**config.mk**
```make
export PLATFORM = sky130hd
export DESIGN_NAME = alu_muldiv_seq
export DESIGN_NICKNAME = d
export VERILOG_FILES = /design/src/rtl/alu_muldiv_seq.sv
export SDC_FILE = /design/constraint.sdc
export NUM_CORES = 1
export LEC_CHECK = 0
export BUFFER_PORTS_ARGS = -buffer_cell sky130_fd_sc_hd__buf_2
export CELL_PAD_IN_SITES_DETAIL_PLACEMENT = 1
export CELL_PAD_IN_SITES_GLOBAL_PLACEMENT = 2
export CORE_AREA = 3 3 109 111
export DETAILED_ROUTE_END_ITERATION = 8
export DIE_AREA = 0 0 112 114
export PLACE_DENSITY_LB_ADDON = 0.1
export SLEW_MARGIN = 25
export SYNTH_ARGS = -nofsm -noshare
export SYNTH_HDL_FRONTEND = slang
export SYNTH_SLANG_ARGS = --single-unit
```
**constraint.sdc**
```tcl
create_clock -name clk_in -period 1.9 [get_ports clk_in]
set_input_delay 0 -clock clk_in [delete_from_list [all_inputs] [get_ports clk_in]]
set_output_delay 0 -clock clk_in [all_outputs]
set_load 0.01 [all_outputs]
```
**src/rtl/alu_muldiv_seq.sv**
```systemverilog
// Multi-cycle unsigned MULT/DIV sequencer that borrows the shared EX-stage ALU; results land in HI/LO.
// Optional feature macro: MULDIV_DIV_EN (DIV path, DCMP/DSUB/DZERO states, div0_out). Undefined -> MULT only.
module alu_muldiv_seq #(
  parameter int WIDTH = 16
) (
  input  logic             clk_in,
  input  logic             rst_n_in,
  input  logic             start_in,
  input  logic             op_in,
  input  logic [WIDTH-1:0] a_in,
  input  logic [WIDTH-1:0] b_in,
  output logic             busy_out,
  output logic             done_out,
  output logic             div0_out,
  output logic [WIDTH-1:0] hi_out,
  output logic [WIDTH-1:0] lo_out,
  output logic             alu_sel_out,
  output logic [WIDTH-1:0] alu_a_out,
  output logic [WIDTH-1:0] alu_b_out,
  output logic [3:0]       alu_ctrl_out,
  input  logic [WIDTH-1:0] alu_result_in,
  output logic [2:0]       state_out
);

  localparam int CW = $clog2(WIDTH);
  localparam logic [3:0] CTRL_ADD = 4'b0010;
  localparam logic [3:0] CTRL_SUB = 4'b0110;
  localparam logic [3:0] CTRL_SLT = 4'b0111;

`ifdef MULDIV_DIV_EN
  typedef enum logic [2:0] {S_IDLE, S_MUL, S_DCMP, S_DSUB, S_DZERO, S_DONE} state_t;
`else
  typedef enum logic [2:0] {S_IDLE, S_MUL, S_DONE} state_t;
`endif

  state_t           state, state_nxt;
  logic [WIDTH-1:0] hi, lo, mcand;
  logic [CW-1:0]    count;
  logic [WIDTH-1:0] mul_sum;
  logic             mul_carry;
  logic [WIDTH:0]   sh;

  // Multiplier step: the ALU adds, the carry-out is recovered from unsigned wrap.
  assign mul_sum   = lo[0] ? alu_result_in : hi;
  assign mul_carry = lo[0] & (alu_result_in < hi);
  assign sh        = {hi, lo[WIDTH-1]};

`ifdef MULDIV_DIV_EN
  logic [WIDTH-1:0] divisor;
  logic             qbit;
  logic             div0;
  assign div0_out = div0;
`else
  logic unused_op;
  assign unused_op = op_in;
  assign div0_out  = 1'b0;
`endif

  assign state_out = state;
  assign busy_out  = (state != S_IDLE);
  assign done_out  = (state == S_DONE);
  assign hi_out    = hi;
  assign lo_out    = lo;

  always_ff @(posedge clk_in or negedge rst_n_in) begin
    if (!rst_n_in) state <= S_IDLE;
    else           state <= state_nxt;
  end

  always_comb begin
    state_nxt    = state;
    alu_sel_out  = 1'b0;
    alu_a_out    = '0;
    alu_b_out    = '0;
    alu_ctrl_out = CTRL_ADD;
    case (state)
      S_IDLE: begin
        if (start_in) begin
`ifdef MULDIV_DIV_EN
          if (op_in) state_nxt = (b_in == '0) ? S_DZERO : S_DCMP;
          else       state_nxt = S_MUL;
`else
          state_nxt = S_MUL;
`endif
        end
      end
      S_MUL: begin
        alu_sel_out = 1'b1;
        alu_a_out   = hi;
        alu_b_out   = mcand;
        if (count == '0) state_nxt = S_DONE;
      end
`ifdef MULDIV_DIV_EN
      S_DCMP: begin
        alu_sel_out  = 1'b1;
        alu_a_out    = sh[WIDTH-1:0];
        alu_b_out    = divisor;
        alu_ctrl_out = CTRL_SLT;
        state_nxt    = S_DSUB;
      end
      S_DSUB: begin
        alu_sel_out  = 1'b1;
        alu_a_out    = sh[WIDTH-1:0];
        alu_b_out    = divisor;
        alu_ctrl_out = CTRL_SUB;
        state_nxt    = (count == '0) ? S_DONE : S_DCMP;
      end
      S_DZERO: state_nxt = S_DONE;
`endif
      S_DONE:  state_nxt = S_IDLE;
      default: state_nxt = S_IDLE;
    endcase
  end

  // hi/lo double as the working registers: product halves for MULT, remainder/quotient for DIV.
  always_ff @(posedge clk_in or negedge rst_n_in) begin
    if (!rst_n_in) begin
      hi    <= '0;
      lo    <= '0;
      mcand <= '0;
      count <= '0;
`ifdef MULDIV_DIV_EN
      divisor <= '0;
      qbit    <= 1'b0;
      div0    <= 1'b0;
`endif
    end else begin
      case (state)
        S_IDLE: begin
          if (start_in) begin
            mcand <= a_in;
            count <= CW'(WIDTH - 1);
            hi    <= '0;
`ifdef MULDIV_DIV_EN
            divisor <= b_in;
            div0    <= 1'b0;
            lo      <= op_in ? a_in : b_in;
`else
            lo      <= b_in;
`endif
          end
        end
        S_MUL: begin
          {hi, lo} <= {mul_carry, mul_sum, lo[WIDTH-1:1]};
          count    <= count - 1'b1;
        end
`ifdef MULDIV_DIV_EN
        S_DCMP: qbit <= sh[WIDTH] | ~alu_result_in[0];
        S_DSUB: begin
          hi    <= qbit ? alu_result_in : sh[WIDTH-1:0];
          lo    <= {lo[WIDTH-2:0], qbit};
          count <= count - 1'b1;
        end
        S_DZERO: begin
          hi   <= lo;
          lo   <= '1;
          div0 <= 1'b1;
        end
`endif
        default: ;
      endcase
    end
  end

endmodule

```
==> results of run 1 <==
## report_power, final
group | internal [W] | total, W | leakage [nW] | switching (W)
Sequential | 0.00170 | 0.00216 | 0.666 | 0.000462
Combinational | 0.00148 | 0.00342 | 1.46 | 0.00194
Clock | 0.000435 | 0.000864 | 0.0618 | 0.000429
Total | 0.00361 | 0.00644 | 2.19 | 0.00283
## through the flow
step,utilization,setup slack [ns],instance area [um2],instances
floorplan,-,0.253,2960,340
global placement,0.339,0.242,3690,582
detailed placement,0.339,0.213,3690,582
CTS,0.385,0.0612,4190,627
global route,0.385,0.0124,4190,627
finish,0.385,0.183,4190,627
## what timing repair did
item | 4_1_cts | 5_1_grt
resized for setup | 0 | 1
hold endpoints to repair | 55 | 0
hold buffers | 37 | 0
setup endpoints to repair | 0 | 11
## sequential cells by signal (all words and copies together), names as in the netlist
signal / flops
count: 4
hi_out: 16
lo_out: 16
mcand: 16
state_out: 2
## metal layers
| layer | wire, um | track usage |
|---|---|---|
| met1 | 4210 | 0.192 |
| met4 | 65 | 0.0288 |
| met5 | 0 | 0 |
| met2 | 4350 | 0.247 |
| met3 | 448 | 0.0308 |
## cell type report
class	instances	area (um2)	area share
Multi-Input combinational cell	241	1390	0.332
Inverter	19	76.3	0.0182
Timing Repair Buffer	165	1070	0.256
Tap cell	140	175	0.0418
Sequential cell	54	1350	0.322
Clock buffer	6	82.6	0.0197
Clock inverter	2	38.8	0.00926
## layout by cell type (no fill, tap or decap), types with 3 or more instances in the layout
| cell type | count |
|---|---|
| and2_1 | 18 |
| conb_1 | 6 |
| a22oi_1 | 16 |
| o21ai_0 | 19 |
| nand2_1 | 87 |
| nand3_1 | 15 |
| dfrtp_1 | 54 |
| mux2i_1 | 15 |
| dlygate4sd3_1 | 37 |
| a21oi_1 | 5 |
| buf_4 | 5 |
| clkbuf_8 | 6 |
| ha_1 | 16 |
| nor2_1 | 19 |
| buf_12 | 3 |
| buf_2 | 119 |
| inv_1 | 18 |
## critical path: cells and delay by family, from the launching register on
family	cells	cell delay, ns
buf+inv	3	0.52
flops	1	0.44
simple gates	2	0.44
## logic make-up after synthesis
group,count (synthesis),synth area share
buf+inv,45,0.0757
flops,54,0.459
mux,15,0.0510
simple gates,151,0.227
fa+ha+maj,16,0.0680
compound gates,53,0.116
other cells,2,0.00255
## worst paths after layout
check / from / end / slack, ns
setup / recovery: state_out[1] / alu_b_out[15] / 0.18
hold / removal: alu_result_in[10] / hi_out[9] / 0.005
setup reg to reg: hi_out[13] / hi_out[15] / 0.19
hold reg to reg: mcand[7] / mcand[7] / 0.48
max in group asynchronous: rst_n_in / hi_out[14] / 1.13
min in group asynchronous: rst_n_in / hi_out[4] / 0.19
==> flow_summary.toml, run 1 <==
[status]
status = "finished, final reports clean"

[route]
vias_per_cell = 4.50
drc_errors = 0
vias = 2824
drt_iter0_markers = 70
avgRoutedWirePerCell_um = 14.5
firstDrtPassIters = 4
wirelength_um = 9070
drtAntennaViolNets = 0

[place]
gp_congestion = 0.722
hpwlAfterDp_um = 6480
io_buffers = 119

[global_routing]
overflow = 0
grt_pass1_vias = 3008
grt_pass1_wl_um = 15200
grt_usage = 0.145
grt_max_degree = 36
antenna_found_initial = 0

[worst_setup_path]
r2r_cells = 6
max_stage_delay_ns = 0.44
crit_fanout = 28
crit_arrival_ns = 1.72
crit_required_ns = 1.90
cp-start-kind = "flop"
worst_setup_path_end_kind = "output pin"
crit_chain = "nand2b_2 -> inv_6 -> buf_6 -> and2_1 -> buf_2"
slowest_stage = "dfrtp_1"
criticalPathCategory = "reg2out"

[final_layout]
drive_gt1_frac = 0.287
nets = 554
nFillCells = 1324
diodes = 0
area_delta_synth_final_pct = 42.4

[cts]
clk_latency_ns = 0.32
cts_tree = "yes"
root_buffer = "clkbuf_8"
cts_buffers = 5
cts.sink_count = 54
cts_setup_buffers = 0
cts.htree.levels = 2
path_clk_slew_ns = 0.11
clock_path_buffers = 2

[synth]
synthArstFlopShare = 1.00
ys_types = 33
synth_area_leaders = "dfrtp_1, nand2_1, ha_1, mux2i_1, a22oi_1"
synth_edf_count = 0
ys_ff_latch = 54
syn_area_um2 = 2940
synth_common_cells = "nand2_1, dfrtp_1, nor2_1, o21ai_0"
syn_inst = 336
yosys_warnings = 0
synth_flop_cell = "dfrtp_1"
synth_top_area_share = 0.459
yosysSeqAreaShare = 0.459
synth_top_area_cell = "dfrtp_1"
post-synth-top-count-cell = "nand2_1"
synth_area_per_cell_um2 = 8.76

[sta]
tns_ns = 0
hold_viol_final = 0
rsz0062_at_grt = "false"
period_share = 0.903
tightestPinTransition_ns = 0.567
fmax_mhz = 583
relSlewSlack = 0.622
drv_slew = 0
fin_worst_skew_ns = 0.00960
min_period_ns = 1.72
setup-violations-final = 0
hold_slack_ns = 0.00538

[power_and_ir_drop]
vdd_drop_max_mv = 0.569
p_leak_nw = 2.19
totalPowerFinal_w = 0.00644
powerDensity_nw_per_um2 = 1540

[die]
fp.dieH_um = 114
start_util = 0.270
ioPinCount = 127
die_w_um = 112
fp.coreArea_um2 = 10900
die_area_um2 = 12800
rows = 38

[hold_path]
hold_path_class = "in2reg"
hold_depth = 3

[flow_run]
maxCapViolCount = 0
Note: power is estimated with default switching activity, not from simulation.
==> run 2: changes to the inputs <==
CORE_AREA = 3 3 105 107   (was 3 3 109 111)
DIE_AREA = 0 0 108 110   (was 0 0 112 114)
clock period = 2.2 ns   (was 1.9 ns; I/O delays follow)
==> run 2 against run 1 <==
Core utilization is 1.9 points higher. Via count is 0.14% lower. Highest routed layer unchanged. Die area is 7.0% lower.
==> flow_summary.toml, run 2 (synthesis results as in run 1) <==
[status]
status = "finished, final reports clean"

[route]
firstDrtPassIters = 4
vias_per_cell = 4.54
wirelength_um = 8990
drt_iter0_markers = 94
vias = 2820
drtAntennaViolNets = 0
drc_errors = 0
avgRoutedWirePerCell_um = 14.5

[final_layout]
diodes = 0
area_delta_synth_final_pct = 40.3
multiInputGateArea_um2 = 1390
final_common_cell = "buf_2"
mostFrequentLayoutCells = "buf_2, nand2_1, dfrtp_1, dlygate4sd3_1"
seqCellArea_um2 = 1350
drive_gt1_frac = 0.285
nets = 552
nFillCells = 1242

[die]
rows = 37
die_area_um2 = 11900
start_util = 0.288
die_w_um = 108
fp.coreArea_um2 = 10200
ioPinCount = 127
fp.dieH_um = 110

[sta]
fmax_mhz = 585
relSlewSlack = 0.580
hold_viol_final = 0
drv_slew = 0
fin_worst_skew_ns = 0.00617
period_share = 0.777
min_period_ns = 1.71
rsz0062_at_grt = "false"
hold_slack_ns = 0.0151
tns_ns = 0
setup-violations-final = 0
tightestPinTransition_ns = 0.630

[cts]
cts.sink_count = 54
cts.htree.levels = 2
path_clk_slew_ns = 0.10
hold_buffers = 37
cts_buffers = 5
root_buffer = "clkbuf_8"
cts_setup_buffers = 0
clock_path_buffers = 2
clk_latency_ns = 0.31
ctsResizeCount = 0
cts_tree = "yes"

[hold_path]
hold_path_class = "in2reg"
hold_depth = 3
min_from = "alu_result_in[10]"
whs_endpoint = "hi_out[9]"

[power_and_ir_drop]
combinationalPowerShare = 0.539
p_seq_frac = 0.350
clock_power_share = 0.112
powerDensity_nw_per_um2 = 1300
p_leak_nw = 2.16
vdd_drop_max_mv = 0.490
switching_power_w = 0.00241
power.internal_w = 0.00295
switching_share = 0.450

[worst_setup_path]
crit_buf_inv = 1
criticalPathCategory = "reg2reg"
crit_chain = "inv_1 -> ha_1 -> a21o_1 -> a21o_1 -> a221o_1 -> a22oi_1"
crit_required_ns = 2.43
worst_setup_path_end_kind = "flop"
slowest_stage = "dfrtp_1"
max_stage_delay_ns = 0.40
rrSetupSlack_ns = 0.49
crit_fanout = 4
r2r_cells = 6
rr_startpoint = "hi_out[13]"
crit_arrival_ns = 1.94
r2r_end = "hi_out[15]"
cp_top_family = "compound AO/OA/AOI/OAI gates"
cp_common_cell = "a21o_1"
cp-start-kind = "flop"

[global_routing]
grt_pass1_wl_um = 14800
grt_pass1_vias = 2957
grt_usage = 0.155
grt_max_degree = 52
overflow = 0
antenna_found_initial = 0

[place]
gp_congestion = 0.745
io_buffers = 119
hpwlAfterDp_um = 6270

[flow_run]
maxCapViolCount = 0
-- run 2: cell types whose count changed in the layout (fill, tap and decap cells not counted), sizes merged --
cell and delta:
buf -2, bufinv -1, clkinv +1, clkinvlp +1, inv -1
-- run 2: worst max-delay path by stage --
stage / endpoint / from / cells after the start
finish: hi_out[15] / hi_out[13] / 6
global route: hi_out[15] / hi_out[13] / 6
CTS: hi_out[15] / hi_out[13] / 6
detailed placement: hi_out[15] / hi_out[13] / 6
global placement: hi_out[15] / hi_out[13] / 6
floorplan: hi_out[15] / hi_out[13] / 6
-- run 2: area by class of cell --
type | count | area share
Multi-Input combinational cell | 241 | 0.337
Sequential cell | 54 | 0.327
Timing Repair Buffer | 163 | 0.253
Tap cell | 136 | 0.0412
Clock buffer | 6 | 0.0200
Inverter | 19 | 0.0185
Clock inverter | 2 | 0.00303
-- run 2: power by group through the flow --
stage                     Sequential, W  Combinational (W)  Clock [W]
final                           0.00187            0.00289   0.000600
after global routing            0.00196            0.00329   0.000675
after CTS                       0.00188            0.00296   0.000636
after detailed placement        0.00190            0.00290          0
after global placement          0.00188            0.00287          0
after floorplan                 0.00191            0.00176          0
-- run 2: routing by layer --
metal	part of all wire	up-vias	GRT usage
met1	0.44	1344	0.195
met2	0.50	76	0.278
met4	0.0087	0	0.0325
li1	-	1394	-
met5	0	-	0
met3	0.053	6	0.0285
-- run 2: worst register-to-register path, cell delays in order, from the launching register on --
cell	delay [ns]
dfrtp_1	0.40
inv_1	0.07
ha_1	0.30
a21o_1	0.16
a21o_1	0.17
a221o_1	0.34
a22oi_1	0.18
-- run 2: metrics by stage --
stage	util	power [W]	cells	area (um2)	setup WS (ns)
floorplan	-	0.00367	340	2960	0.553
global placement	0.358	0.00475	576	3660	0.530
detailed placement	0.358	0.00479	576	3660	0.516
CTS	0.403	0.00548	621	4130	0.486
global route	0.403	0.00593	621	4130	0.351
finish	0.403	0.00536	621	4130	0.490
